`src/rtl/run_seq_pkg.sv`:
```
// Shared types and constants for the run sequencer.
//   seq_state_t : sequencer FSM states (2-bit encoding)
//   CNT_W       : width of the RUN cycle counter and of rpt_cycles
//   CNT_MAX     : saturation value of the RUN cycle counter
package run_seq_pkg;

    typedef enum logic [1:0] {
        IDLE   = 2'd0,
        START  = 2'd1,
        RUN    = 2'd2,
        REPORT = 2'd3
    } seq_state_t;

    localparam int CNT_W = 16;
    localparam logic [CNT_W-1:0] CNT_MAX = 16'hFFFF;

endpackage

```
`src/rtl/run_sequencer_sat_counter.sv`:
```
// Saturating up-counter used to measure RUN clocks.
// Ports:
//   clk_i  : clock, posedge
//   rst_i  : asynchronous active-high reset (count -> 0)
//   clr_i  : synchronous clear, has priority over enable
//   en_i   : count enable; the count holds at all-ones instead of wrapping
//   cnt_o  : current count
module sat_counter
    import run_seq_pkg::*;
#(
    parameter int W = CNT_W
) (
    input  logic         clk_i,
    input  logic         rst_i,
    input  logic         clr_i,
    input  logic         en_i,
    output logic [W-1:0] cnt_o
);

    logic [W-1:0] cnt_q;
    logic [W-1:0] cnt_d;

    always_comb begin
        cnt_d = cnt_q;
        if (clr_i) begin
            cnt_d = '0;
        end else if (en_i && (cnt_q != {W{1'b1}})) begin
            cnt_d = cnt_q + W'(1);
        end
    end

    always_ff @(posedge clk_i or posedge rst_i) begin
        if (rst_i) begin
            cnt_q <= '0;
        end else begin
            cnt_q <= cnt_d;
        end
    end

    assign cnt_o = cnt_q;

endmodule

```
`src/rtl/run_sequencer.sv`:
```
// Run controller for the 9-bit core. Accepts a run request (valid/ready),
// pulses the core Start pin for START_CYCLES clocks, counts RUN clocks until
// the core raises Ack or TIMEOUT expires, then presents a report (valid/ready).
// Ports:
//   Clk, Reset              : clock (posedge) and asynchronous active-high reset
//   req_valid/req_ready     : run request handshake; req_tag captured on accept
//   core_start / core_ack   : core Start output and Ack (done) input
//   rpt_valid/rpt_ready     : report handshake
//   rpt_cycles/rpt_timeout/rpt_tag : report payload, stable while rpt_valid
//   busy                    : high whenever the sequencer is not idle
module run_sequencer
    import run_seq_pkg::*;
#(
    parameter int unsigned START_CYCLES = 2,
    parameter int unsigned TIMEOUT      = 60000,
    parameter int unsigned TAG_W        = 4
) (
    input  logic             Clk,
    input  logic             Reset,
    input  logic             req_valid,
    output logic             req_ready,
    input  logic [TAG_W-1:0] req_tag,
    output logic             core_start,
    input  logic             core_ack,
    output logic             rpt_valid,
    input  logic             rpt_ready,
    output logic [CNT_W-1:0] rpt_cycles,
    output logic             rpt_timeout,
    output logic [TAG_W-1:0] rpt_tag,
    output logic             busy
);

    // START down-counter is loaded with START_CYCLES-1 and exits at zero.
    localparam int unsigned SC_LOAD = (START_CYCLES > 1) ? START_CYCLES - 1 : 0;
    localparam int          SC_W    = (SC_LOAD > 0) ? $clog2(SC_LOAD + 1) : 1;

    // Timeout is kept below the counter saturation value so a timed-out
    // report can never be confused with a saturated count.
    localparam int unsigned TO_CLAMP = (TIMEOUT > 32'hFFFE) ? 32'hFFFE :
                                       ((TIMEOUT < 1) ? 1 : TIMEOUT);
    localparam logic [CNT_W-1:0] TO_EFF  = CNT_W'(TO_CLAMP);
    localparam logic [CNT_W-1:0] TO_LAST = CNT_W'(TO_CLAMP - 1);

    seq_state_t        state_q, state_d;
    logic [SC_W-1:0]   start_cnt_q, start_cnt_d;
    logic [TAG_W-1:0]  tag_q, tag_d;
    logic [CNT_W-1:0]  rpt_cycles_q, rpt_cycles_d;
    logic              rpt_timeout_q, rpt_timeout_d;
    logic              cnt_clr;
    logic              cnt_en;
    logic [CNT_W-1:0]  run_cnt;

    sat_counter #(
        .W (CNT_W)
    ) u_run_cnt (
        .clk_i (Clk),
        .rst_i (Reset),
        .clr_i (cnt_clr),
        .en_i  (cnt_en),
        .cnt_o (run_cnt)
    );

    always_comb begin
        state_d       = state_q;
        start_cnt_d   = start_cnt_q;
        tag_d         = tag_q;
        rpt_cycles_d  = rpt_cycles_q;
        rpt_timeout_d = rpt_timeout_q;
        cnt_clr       = 1'b0;
        cnt_en        = 1'b0;

        case (state_q)
            IDLE: begin
                if (req_valid) begin
                    tag_d       = req_tag;
                    cnt_clr     = 1'b1;
                    start_cnt_d = SC_W'(SC_LOAD);
                    state_d     = START;
                end
            end
            START: begin
                // Ack is not looked at here: it may still be high from the
                // previous program until the core sees the new Start.
                if (start_cnt_q == '0) begin
                    state_d = RUN;
                end else begin
                    start_cnt_d = start_cnt_q - SC_W'(1);
                end
            end
            RUN: begin
                // Ack is tested first so it wins over a coincident timeout.
                if (core_ack) begin
                    state_d       = REPORT;
                    rpt_cycles_d  = run_cnt;
                    rpt_timeout_d = 1'b0;
                end else if (run_cnt == TO_LAST) begin
                    state_d       = REPORT;
                    rpt_cycles_d  = TO_EFF;
                    rpt_timeout_d = 1'b1;
                end else begin
                    cnt_en = 1'b1;
                end
            end
            REPORT: begin
                if (rpt_ready) begin
                    state_d = IDLE;
                end
            end
            default: begin
                state_d = IDLE;
            end
        endcase
    end

    always_ff @(posedge Clk or posedge Reset) begin
        if (Reset) begin
            state_q       <= IDLE;
            start_cnt_q   <= '0;
            tag_q         <= '0;
            rpt_cycles_q  <= '0;
            rpt_timeout_q <= 1'b0;
        end else begin
            state_q       <= state_d;
            start_cnt_q   <= start_cnt_d;
            tag_q         <= tag_d;
            rpt_cycles_q  <= rpt_cycles_d;
            rpt_timeout_q <= rpt_timeout_d;
        end
    end

    // Handshake and status outputs decode straight from the state register so
    // an asynchronous reset drops them without waiting for a clock.
    assign req_ready   = (state_q == IDLE);
    assign core_start  = (state_q == START);
    assign rpt_valid   = (state_q == REPORT);
    assign busy        = (state_q != IDLE);
    assign rpt_cycles  = rpt_cycles_q;
    assign rpt_timeout = rpt_timeout_q;
    assign rpt_tag     = tag_q;

endmodule

```
`config.mk`:
```
export PLATFORM = sky130hd
export DESIGN_NAME = run_sequencer
export DESIGN_NICKNAME = d
export VERILOG_FILES = /design/src/rtl/run_seq_pkg.sv /design/src/rtl/run_sequencer_sat_counter.sv /design/src/rtl/run_sequencer.sv
export SDC_FILE = /design/constraint.sdc
export NUM_CORES = 1
export LEC_CHECK = 0
export BUFFER_PORTS_ARGS = -buffer_cell sky130_fd_sc_hd__buf_4
export CAP_MARGIN = 5
export CORE_ASPECT_RATIO = 0.5
export CORE_UTILIZATION = 50
export DETAILED_ROUTE_END_ITERATION = 10
export HOLD_SLACK_MARGIN = 0.12
export PLACE_DENSITY = 0.86
export SLEW_MARGIN = 25
export SYNTH_ARGS = -nofsm -noshare
export SYNTH_HDL_FRONTEND = slang
export SYNTH_SLANG_ARGS = --single-unit
```
`constraint.sdc`:
```
create_clock -name Clk -period 2 [get_ports Clk]
set_input_delay 0.1 -clock Clk [delete_from_list [all_inputs] [get_ports Clk]]
set_output_delay 0.1 -clock Clk [all_outputs]
set_load 0.05 [all_outputs]
```
Word-level counts from Yosys, hierarchy flattened

Cells that the tools add are included.

Multipliers: 0
Reduce and logical (&&, ||, !) cells: 10
$lt $le $gt $ge: 0
$add $sub $neg: 2
Eq/ne operators: 9
Mux-type cells: 20
Div/mod/pow operators: 0
Shifts and indexed selects: 0
Bitwise logic cells: 0

Operator list:

| kind                    | count |
|---|---|
| $mux W16                | 4 |
| $add A16 B1 Y16 const B | 1 |
| $eq A16 B16 Y1 const B  | 1 |
| $ne A16 B16 Y1 const B  | 1 |
| $mux W2                 | 5 |
| $mux W1                 | 9 |
| $pmux W2 S4             | 1 |
| $reduce_bool A2 Y1      | 4 |
| $reduce_and A2 Y1       | 3 |
| $eq A2 B2 Y1 const B    | 2 |
| $ne A2 B2 Y1 const B    | 2 |
| $reduce_and A4 Y1       | 1 |
| $ne A3 B3 Y1 const B    | 1 |
| $eq A2 B1 Y1 const B    | 1 |
| $logic_not A2 Y1        | 1 |
| $ne A2 B1 Y1 const B    | 1 |
| $pmux W1 S2             | 1 |
| $logic_and A1 B1 Y1     | 1 |
| $sub A1 B1 Y1 const B   | 1 |

Word-level logic and storage cells: 47
Memories kept: 0
Register bits: 40
Output and inout port bits: 25
Input port bits: 9
Memory bits (writable): 0
Bits in latches: 0
Bits in read-only memories: 0

Longest topological paths before layout

Depth after elaboration: 7
Mapped depth: 7
Gate-level depth less buffers: 6

Hierarchy

Synthesis repeated with hierarchy kept, for this count alone.

Cells, all modules: 180
Area, all modules: 1985.7 um^2

Modules (own cells, without submodules):

| module        | area an instance (um^2) | cells an instance | sequential area each (um^2) | instances |
|---|---|---|---|---|
| run_sequencer | 1053.5                  | 79                | 600.6                       | 1 |
| sat_counter   | 932.1                   | 101               | 400.4                       | 1 |

Worst setup path before layout

Ideal clock, no wire load.

Kind: register to register
Start point: register u_run_cnt.cnt_q[5] (netlist: u_run_cnt.cnt_o[5])
End point: register u_run_cnt.cnt_q[13] (netlist: u_run_cnt.cnt_o[13])
Data required time: 1.880 ns
Path slack: -0.174 ns
Stages on the path, launching flop included: 7
Buffers on the path: 2
Arrival: 2.054 ns
Clock period less this slack: 2.174 ns
Library setup time: 0.120 ns
Cell sequence: dfrtp_1 > buf_6 > or4_4 > or4_4 > and3_4 > buf_6 > a41o_1

Cells in the longest elaborated chain, start to end: 6
Elaborated cells on any way between the ends: 10
Classes of those cells: 1 x add/sub; 2 x eq/ne; 5 x mux; 2 x reduce/logical

Ends and longest elaborated chain:

| item                                                    | line                            | RTL |
|---|---|---|
| start, declared                                         | run_sequencer_sat_counter.sv:20 | `logic [W-1:0] cnt_q;` |
| start signal, assigned                                  | run_sequencer_sat_counter.sv:36 | `cnt_q <= cnt_d;` |
| branches (longest 6 deep; another with $add A16 B1 Y16) | n/a                             |  |

Several ways; the timed one is not identified. The select of a mux whose other input is x is not followed.
A chain may end at the register's enable or synchronous reset.

Final worst setup path

Start point: register u_run_cnt.cnt_q[6] (netlist: u_run_cnt.cnt_o[6])
End point: register u_run_cnt.cnt_q[13] (netlist: u_run_cnt.cnt_o[13])

The elaborated chain is that of the path after synthesis.

==> impl_metrics.env <==
export IMPL_status="finished, violations left"
export IMPL_violations="setup timing"
export IMPL_ys_async_sr_fraction=1.00
export IMPL_wirelength_um=6730
export IMPL_leakage_nw=1.31
export IMPL_top_layer_used="met4"
export IMPL_grt_pass1_vias=1802
export IMPL_yosys_area_top_type_share=0.497
export IMPL_synth_area_um2=2010
export IMPL_antenna_found_initial=0
export IMPL_crit_required_ps=2240
export IMPL_setup_violations=30
export IMPL_rr_worst_depth=5
export IMPL_syn_avg_cell_area_um2=9.92
export IMPL_drt_iter0_markers=302
export IMPL_grtUsageTotal=0.280
export IMPL_die_area_um2=4300
export IMPL_wl_met2_um=3040
export IMPL_clk_pin_slew_ps=80
export IMPL_antenna_cells=0
export IMPL_startpoint_type="flip-flop"
export IMPL_place_ws_ps=-99.0
export IMPL_maxSlewHeadroom=0.607
export IMPL_vias=2128
export IMPL_final_util=0.771
export IMPL_hold_depth=4
export IMPL_setup_ws_ps=-148
export IMPL_hp_start="req_valid"
export IMPL_r2r_start="u_run_cnt.cnt_o[6]"
export IMPL_hpwl_um=3470
export IMPL_synth_nets=218
export IMPL_viasPerCell=6.63
export IMPL_wl_met3_um=740
export IMPL_rsz0062_at_grt="true"
export IMPL_crit_arrival_ps=2390
export IMPL_start_util=0.553
export IMPL_final_nets=284
export IMPL_end_kind="flip-flop"
export IMPL_fin_skew_ps=3.36
export IMPL_synth_main_ff_cell="dfrtp_1"
export IMPL_wl_met1_um=2550
export IMPL_hold_ws_ps=122
export IMPL_final_cell_count_no_fill=321
export IMPL_place_area_um2=2410
export IMPL_cts_path_max_buffers=2
export IMPL_postLayoutCellArea_um2=2810
export IMPL_worstMarginPinSlew_ps=582
export IMPL_yosys_cell_count_top_type="dfrtp_1"
export IMPL_grt_overflow=0
export IMPL_synth_seq_area_share=0.497
export IMPL_grt_pass1_wl_um=8820
export IMPL_clock_latency_ps=300
export IMPL_syn_to_final_growth_pct=39.5
export IMPL_hold_viol_final=0
export IMPL_numCtsBuffers=5
export IMPL_coreArea_um2=3640
export IMPL_synth_area_leaders="dfrtp_1 50%, nand2_1 6.0%, a22o_1 3.9%, ha_1 3.7%, a21oi_1 3.5%"
export IMPL_fmax_ghz=0.466
export IMPL_dp_cells=296
export IMPL_layout_min_cycle_time_ps=2150
export IMPL_fin_crit_sh=1.07
export IMPL_crit_fanout=7
export IMPL_io_pins=34
export IMPL_wl_per_cell_um=21.0
export IMPL_post_synth_num_cell_types=39
export IMPL_drc=0
export IMPL_antenna_left=0
export IMPL_synth_seq_cells=40
export IMPL_gp_congestion=0.866
export IMPL_path_class="reg2reg"
export IMPL_grt_max_degree=41
export IMPL_clock_sinks=40
export IMPL_firstDrtPassIters=6
export IMPL_cellPowerDensity_nw_per_um2=1400
export IMPL_hold_class="in2reg"
export IMPL_yosysWarnings=0
export IMPL_r2r_slack_ps=-150
export IMPL_min_to="start_cnt_q"
export IMPL_die_x_um=91.7
export IMPL_synthTopCellsByCount="40 x dfrtp_1, 32 x nand2_1, 14 x a21oi_1, 10 x nor2_1, 9 x a22o_1"
export IMPL_drv_cap=0
export IMPL_cts_htree_levels=2
export IMPL_syn_inst=203
export IMPL_ir_worst_vdd_mv=1.06
export IMPL_drive_gt1_frac=0.344
export IMPL_r2r_end="u_run_cnt.cnt_o[13]"
export IMPL_cts_tree="done"
export IMPL_yosysTopAreaCell="dfrtp_1"
export IMPL_slew_viol_final=0
export IMPL_numPortBuffers=33
export IMPL_synth_edf_count=0
export IMPL_core_rowCount=15
export IMPL_root_buffer="clkbuf_8"
export IMPL_die_h_um=46.9
routing by layer:
layer,GRT usage,up-vias
met2,0.469,187
li1,-,869
met5,0,-
met3,0.0761,65
met1,0.355,1007
met4,0.131,0
cell families after synthesis:
logic type               after synthesis  share of synthesized area
AO/OA/AOI/OAI                         48                      0.165
adder cells (fa/ha/maj)                6                     0.0373
buffers and inverters                 19                     0.0466
AND/OR/NAND/NOR                       85                      0.229
flip-flops                            40                      0.497
multiplexers                           3                     0.0155
XOR/XNOR                               2                    0.00870
cell type report:
cell class,instances,area (um2)
multi-input combinational,146,1020
sequential,40,1000
fill,234,833
timing repair buffer,68,538
clock inverter,3,90.1
clock buffer,5,68.8
tap,51,63.8
inverter,8,30.0
worst max-delay path by stage:
stage,start,end,slack [ps]
5_1_grt,u_run_cnt.cnt_o[11],u_run_cnt.cnt_o[13],-200
3_3_place_gp,u_run_cnt.cnt_o[12],rpt_cycles[14],20
2_1_floorplan,u_run_cnt.cnt_o[8],u_run_cnt.cnt_o[13],-60
6_report,u_run_cnt.cnt_o[6],u_run_cnt.cnt_o[13],-150
3_5_place_dp,u_run_cnt.cnt_o[12],u_run_cnt.cnt_o[4],-100
4_1_cts,u_run_cnt.cnt_o[0],rpt_cycles[13],-30
worst max-delay path, cell delays in order, from the launching register on:
cell and delay, ps:
dfrtp_1 540, nand4b_1 310, or4_4 690, and3_4 260, a31oi_4 170, a41o_1 110
what timing repair did:
item | in CTS | in global routing
hold buffers | 5 | 0
endpoints found under the setup margin | 30 | 34
cloned | 1 | 2
endpoints found under the hold margin | 44 | 0
resized for setup | 5 | 21
pin swaps | 4 | 8
setup buffers | 2 | 8
power by group:
group          switching [mW]  internal (mW)
sequential              0.128          0.997
combinational            1.24          0.639
clock                   0.303          0.624
metrics by stage:
step           setup TNS, ps  power [mW]
6_report               -2360        3.93
5_1_grt                -3230        4.10
4_1_cts                -39.3        3.75
3_5_place_dp           -1110        2.78
3_3_place_gp               0        2.73
2_1_floorplan           -242        2.29
flip-flops by register name, summed over array words and instances, names as in the netlist:
| name | cells |
|---|---|
| rpt_cycles | 16 |
| rpt_tag | 4 |
| start_cnt_q | 1 |
| rpt_timeout | 1 |
| state_q | 2 |
| u_run_cnt.cnt_o | 16 |
cell usage in the layout, fill, tap and decap left out, types with 6 or more instances in the layout:
cell type and count:
a21oi_1 12, a22o_1 9, buf_4 59, dfrtp_1 40
inv_1 8, nand2_1 31, nand3_1 8, nor2_1 9
or4_1 6
No activity file was read; power rests on OpenSTA's default activity.
